**src/rtl/muldiv_sched.sv**
```systemverilog
// HI/LO multiply/divide scheduler: sequences MUL/DIV units and owns HI/LO.
// Optional: define MULDIV_DIV0_FAST_EN to retire divide-by-zero at accept.
module muldiv_sched (
  input  logic        clk,
  input  logic        resetn,
  input  logic        req_valid,
  output logic        req_ready,
  input  logic [2:0]  req_op,
  input  logic [31:0] req_x,
  input  logic [31:0] req_y,
  input  logic        flush,
  output logic        div_start,
  output logic        div_signed,
  output logic [31:0] div_x,
  output logic [31:0] div_y,
  input  logic        div_complete,
  input  logic [31:0] div_s,
  input  logic [31:0] div_r,
  output logic        mul_signed,
  output logic [31:0] mul_x,
  output logic [31:0] mul_y,
  input  logic [63:0] mul_result,
  output logic [31:0] hi,
  output logic [31:0] lo,
  output logic        busy,
  output logic        done
);

  typedef enum logic [1:0] {
    IDLE,
    MUL1,
    MUL2,
    DIV
  } state_t;

  localparam logic [2:0] OP_MULT  = 3'b000;
  localparam logic [2:0] OP_MULTU = 3'b001;
  localparam logic [2:0] OP_DIV   = 3'b010;
  localparam logic [2:0] OP_DIVU  = 3'b011;
  localparam logic [2:0] OP_MTHI  = 3'b100;
  localparam logic [2:0] OP_MTLO  = 3'b101;

  state_t      state_q, state_d;
  logic [2:0]  op_q, op_d;
  logic [31:0] x_q, x_d;
  logic [31:0] y_q, y_d;
  logic [31:0] hi_q, hi_d;
  logic [31:0] lo_q, lo_d;
  logic        done_q, done_d;

  logic accept;
  logic is_mul;
  logic is_div;
  logic is_mthi;
  logic is_mtlo;

  always_comb begin
    is_mul  = (req_op == OP_MULT) || (req_op == OP_MULTU);
    is_div  = (req_op == OP_DIV) || (req_op == OP_DIVU);
    is_mthi = (req_op == OP_MTHI);
    is_mtlo = (req_op == OP_MTLO);
  end

  assign req_ready = (state_q == IDLE) && !flush;
  assign accept    = req_valid && req_ready;

  always_comb begin
    state_d = state_q;
    op_d    = op_q;
    x_d     = x_q;
    y_d     = y_q;
    hi_d    = hi_q;
    lo_d    = lo_q;
    done_d  = 1'b0;
    unique case (state_q)
      IDLE: begin
        if (accept) begin
          op_d = req_op;
          x_d  = req_x;
          y_d  = req_y;
          unique case (1'b1)
            is_mthi: begin
              hi_d   = req_x;
              done_d = 1'b1;
            end
            is_mtlo: begin
              lo_d   = req_x;
              done_d = 1'b1;
            end
            is_mul: state_d = MUL1;
            is_div: begin
`ifdef MULDIV_DIV0_FAST_EN
              if (req_y == 32'h0) begin
                lo_d   = 32'hFFFF_FFFF;
                hi_d   = req_x;
                done_d = 1'b1;
              end else begin
                state_d = DIV;
              end
`else
              state_d = DIV;
`endif
            end
            default: ;
          endcase
        end
      end
      MUL1: begin
        state_d = flush ? IDLE : MUL2;
      end
      MUL2: begin
        state_d = IDLE;
        if (!flush) begin
          hi_d   = mul_result[63:32];
          lo_d   = mul_result[31:0];
          done_d = 1'b1;
        end
      end
      DIV: begin
        // flush beats a coincident completion
        if (flush) begin
          state_d = IDLE;
        end else if (div_complete) begin
          state_d = IDLE;
          lo_d    = div_s;
          hi_d    = div_r;
          done_d  = 1'b1;
        end
      end
      default: state_d = IDLE;
    endcase
  end

  always_ff @(posedge clk or negedge resetn) begin
    if (!resetn) begin
      state_q <= IDLE;
      op_q    <= 3'b000;
      x_q     <= 32'h0;
      y_q     <= 32'h0;
      hi_q    <= 32'h0;
      lo_q    <= 32'h0;
      done_q  <= 1'b0;
    end else begin
      state_q <= state_d;
      op_q    <= op_d;
      x_q     <= x_d;
      y_q     <= y_d;
      hi_q    <= hi_d;
      lo_q    <= lo_d;
      done_q  <= done_d;
    end
  end

  // op_q resets to the MULT code, so signedness is qualified by state
  assign mul_signed = ((state_q == MUL1) || (state_q == MUL2))
                      && (op_q == OP_MULT);
  assign div_signed = (state_q == DIV) && (op_q == OP_DIV);
  assign div_start  = (state_q == DIV);
  assign div_x      = x_q;
  assign div_y      = y_q;
  assign mul_x      = x_q;
  assign mul_y      = y_q;
  assign hi         = hi_q;
  assign lo         = lo_q;
  assign busy       = (state_q != IDLE);
  assign done       = done_q;

endmodule
```
**config.mk**
```make
export PLATFORM = sky130hd
export DESIGN_NAME = muldiv_sched
export DESIGN_NICKNAME = d
export VERILOG_FILES = /design/src/rtl/muldiv_sched.sv
export SDC_FILE = /design/constraint.sdc
export NUM_CORES = 1
export LEC_CHECK = 0
export ABC_AREA = 1
export BUFFER_PORTS_ARGS = -buffer_cell sky130_fd_sc_hd__buf_2
export CORE_AREA = 2 2 153 155
export CTS_BUF_LIST = sky130_fd_sc_hd__clkbuf_8 sky130_fd_sc_hd__clkbuf_16
export CTS_CLUSTER_SIZE = 25
export DETAILED_ROUTE_END_ITERATION = 10
export DIE_AREA = 0 0 155 157
export GPL_ROUTABILITY_DRIVEN = 0
export PLACE_DENSITY = 0.7
export RECOVER_POWER = 50
export SKIP_CTS_REPAIR_TIMING = 1
export SLEW_MARGIN = 40
export SYNTH_ARGS = -nofsm -noshare
export SYNTH_HDL_FRONTEND = slang
export SYNTH_SLANG_ARGS = --single-unit
```
**constraint.sdc**
```tcl
create_clock -name clk -period 3.45 [get_ports clk]
set_clock_uncertainty 0.05 [all_clocks]
set_input_delay 0.345 -clock clk [delete_from_list [all_inputs] [get_ports clk]]
set_output_delay 0.345 -clock clk [all_outputs]
set_load 0.02 [all_outputs]
```
**After elaboration in Yosys (flattened, before gate mapping)**

Index checks and enable logic that the tools add are counted.
W data, S select, Z words.

- Input port bits: 200
- Flip-flop bits (word level): 134
- Word-level logic and storage cells: 66
- Output and inout bits: 198

- Mux-type cells: 24
- Reductions and logical operators: 18
- Eq/ne operators: 17

Operators with widths:

| kind | count |
|---|---|
| $mux W32 | 10 |
| $pmux W32 S3 | 2 |
| $reduce_and A6 Y1 | 2 |
| $ne A2 B2 Y1 const B | 5 |
| $eq A3 B2 Y1 const B | 3 |
| $mux W2 | 4 |
| $pmux W2 S4 | 1 |
| $eq A3 B3 Y1 const B | 2 |
| $logic_not A3 Y1 | 2 |
| $mux W1 | 5 |
| $eq A2 B2 Y1 const B | 2 |
| $logic_and A1 B1 Y1 | 4 |
| $pmux W2 S2 | 1 |
| $eq A3 B1 Y1 const B | 1 |
| $logic_or A1 B1 Y1 | 3 |
| $ne A3 B2 Y1 const B | 1 |
| $ne A3 B3 Y1 const B | 1 |
| $pmux W1 S3 | 1 |
| $reduce_and A3 Y1 | 1 |
| $reduce_bool A3 Y1 | 1 |
| $eq A2 B1 Y1 const B | 1 |
| $logic_not A2 Y1 | 1 |
| $ne A2 B1 Y1 const B | 1 |
| $reduce_and A2 Y1 | 1 |
| 3 further kinds | 3 |

**Depth between registers and ports, before layout**

- Depth in word-level cells: 5
- Depth in mapped cells: 10
- Depth with buffers taken out: 9

**Worst setup path before layout**

No wires, ideal clock.

- Kind: reg2out
- Start: register state_q[0]
- End: output div_signed
- Cell stages (with the launch flop): 7
- Path slack: 1.300 ns
- Buffers on the path: 3
- Arrival time: 1.755 ns
- Required time: 3.055 ns
- Cell sequence: dfrtp_1 -> ha_1 -> buf_2 -> buf_2 -> buf_2 -> nand2_1 -> nor3_1

- Longest elaborated chain between the ends: 2

RTL lines:

| element | line | text |
|---|---|---|
| start, declared | 43 | `state_t state_q, state_d;` |
| start signal, assigned | 144 | `state_q <= state_d;` |
| $eq A2 B2 Y1 | -- |  |
| named net div_start | 12 | `output logic div_start,` |
| $logic_and A1 B1 Y1 | 157 | `assign div_signed = (state_q == DIV) && (op_q == OP_DIV);` |
| end, declared | 13 | `output logic div_signed,` |

The timed path passes the listed nets, and every way through them passes these cells.

**Final worst setup path**

- Start: register state_q[0]
- End: output div_start

- Longest elaborated chain between the ends: 1

RTL lines:

| element | line | text |
|---|---|---|
| $eq A2 B2 Y1 | 158 | `assign div_start = (state_q == DIV);` |
| end, declared | 12 |  |

No other way between the ends.

==> impl_metrics.yaml <==
outcome:
  status: "completed"
timing:
  post-route-period-util: 0.720
  worst_slack_ns: 0.967
  hold_violations: 0
  whs_ns: 0.0716
  slew_violations: 0
  tightestPinTransition_ns: 0.770
  max_freq_mhz: 403
  setup_viol: 0
  finalSetupTns_ns: 0
  rsz0062_at_grt: "false"
  fin_crit_ns: 2.48
  relSlewSlack: 0.487
clock_network:
  clock_latency_ns: 0.41
  clock_path_buffers: 2
  path_clk_slew_ns: 0.06
  tritoncts: "done"
  cts_root_buf: "clkbuf_16"
  numCtsBuffers: 17
  cts_max_level: 4
  clock_sinks: 134
pwr:
  ir_worst_vdd_v: 0.000357
  pwr-share-seq: 0.299
  p_sw_mw: 4.88
  p_clk_frac: 0.186
  internal_power_mw: 4.70
  switching_share: 0.509
  combPwrFrac: 0.515
  power_density_nw_per_um2: 1050
  p_total_mw: 9.58
  p_leak_nw: 4.94
global_routing:
  grt_usage: 0.202
  grt_pass1_wl_um: 37600
  overflow: 0
  grt_pass1_vias: 6740
  antenna_found_initial: 3
  grt_max_degree: 91
critical_path:
  critPathCaptureType: "output port"
  critPathCapture: "div_start"
  crit_type: "reg2out"
  rr_startpoint: "state_q[0]"
  startpoint: "state_q[0]"
  r2r_cells: 9
  path_max_fanout: 40
  rrSetupSlack_ns: 1.05
  required_ns: 3.05
  cp-start-kind: "register"
  r2r_end: "hi[9]"
  cp_data_arrival_time_ns: 2.09
run:
  maxCapViolCount: 0
logic_synthesis:
  synth_cell_types: 20
  ys.warnings.count: 0
  synth-seq-cells: 134
  yosys.area.top_type: "dfrtp_1"
  syn_area_sq_um: 6930
  synth_top_area_share: 0.484
  avgSynthCellArea_sq_um: 7.49
  ys_seq_area_frac: 0.484
  synth_fp_nets: 1132
  synth_area_leaders: "dfrtp_1 48%, nand2_1 27%, nand3_1 9.5%"
  syn_inst: 926
final_layout:
  fin_nets: 1446
  mostFrequentLayoutCell: "nand2_1"
  multi_input_area_sq_um: 2810
  layout_common_cells: "502 x nand2_1, 252 x buf_2, 144 x clkbuf_1"
  seq_area_sq_um: 3350
  layout-drive-gt1-share: 0.251
  fillers: 2430
  area_growth_pct: 31.1
detailed_routing:
  antenna_left: 0
  first_pass_iters: 5
  drc: 0
  first_iter_violations: 490
  wire_per_inst_um: 16.3
  drt_wl_total_um: 25000
  vias: 7169
  drt-vias-per-instance: 4.66
die:
  dieArea_sq_um: 24300
  initial_utilization: 0.308
  die_h_um: 157
  io_pins: 398
  rows: 55
  coreArea_sq_um: 22500
  die_w_um: 155
placed_design:
  detailedPlace.worstSlack_ns: 1.06
  port_buffers: 397
  place_hpwl_um: 18500
worst_hold_path:
  min-delay-path-class: "in2reg"
critical path: stages, from the launching register on:
cell	delay (ns)
dfrtp_1	0.45
ha_4	0.44
buf_4	0.47
buf_2	0.26
stage by stage:
step           cells   util  cell area [sq um]
3_5_place_dp    1505  0.386               8680
6_report        1539  0.404               9090
4_1_cts         1537  0.411               9260
2_1_floorplan    926      -               6930
3_3_place_gp    1505  0.386               8680
5_1_grt         1538  0.404               9090
power groups by stage:
| stage | clock network, mW | registers, mW | logic (mW) |
|---|---|---|---|
| global placement | 0 | 2.85 | 5.16 |
| global route | 1.89 | 2.96 | 5.46 |
| CTS | 1.82 | 2.84 | 5.22 |
| detailed placement | 0 | 2.85 | 5.22 |
| floorplan | 0 | 3.65 | 2.88 |
| finish | 1.78 | 2.87 | 4.93 |
Yosys cell counts:
library cell	count
nand2_1	502
dfrtp_1	134
nand3_1	132
buf_4	65
buf_2	38
inv_1	8
clkbuf_1	7
ha_1	6
nor2_1	6
buf_6	5
inv_2	5
nor2_2	4
o21ai_0	4
a21oi_1	2
nand2_2	2
nand3_2	2
a21oi_4	1
nor2_4	1
nor3_1	1
nor4b_1	1
cell families after synthesis:
kind of cell | count (synthesis) | share of synthesized area
AO/OA/AOI/OAI | 7 | 0.00668
flip-flops | 134 | 0.484
buffers and inverters | 128 | 0.117
AND/OR/NAND/NOR | 651 | 0.382
adder cells (fa/ha/maj) | 6 | 0.0108
final cells by class:
| cell class | count | share of cell area |
|---|---|---|
| diodes | 1 | 0.000275 |
| clock buffers | 19 | 0.0498 |
| clock inverters | 13 | 0.0134 |
| inverters | 13 | 0.00537 |
| multi-input cells | 664 | 0.309 |
| flip-flops and latches | 134 | 0.369 |
| well taps | 285 | 0.0392 |
| repair buffers | 410 | 0.214 |
how the worst min path moves through the flow:
| stage | from | to | slack [ns] | cells past startpoint |
|---|---|---|---|---|
| finish | req_y[28] | div_y[28] | 0.07 | 3 |
| global route | req_y[3] | div_y[3] | 0.06 | 3 |
| CTS | resetn | div_y[3] | -0.09 | 1 |
| detailed placement | resetn | div_y[5] | 0.37 | 1 |
| global placement | lo[1] | lo[1] | 0.40 | 2 |
| floorplan | resetn | div_x[0] | -0.0006 | 0 |
sequential cells by signal, summed over array words and instances (netlist names):
| register | count |
|---|---|
| done | 1 |
| div_x | 32 |
| op_q | 3 |
| hi | 32 |
| div_y | 32 |
| state_q | 2 |
| lo | 32 |
routing by layer:
metal	part of all wire	global-route usage
met5	0.00048	0
met1	0.41	0.253
met2	0.49	0.350
met3	0.073	0.0449
met4	0.019	0.0591
(Power assumes the default switching activity.)
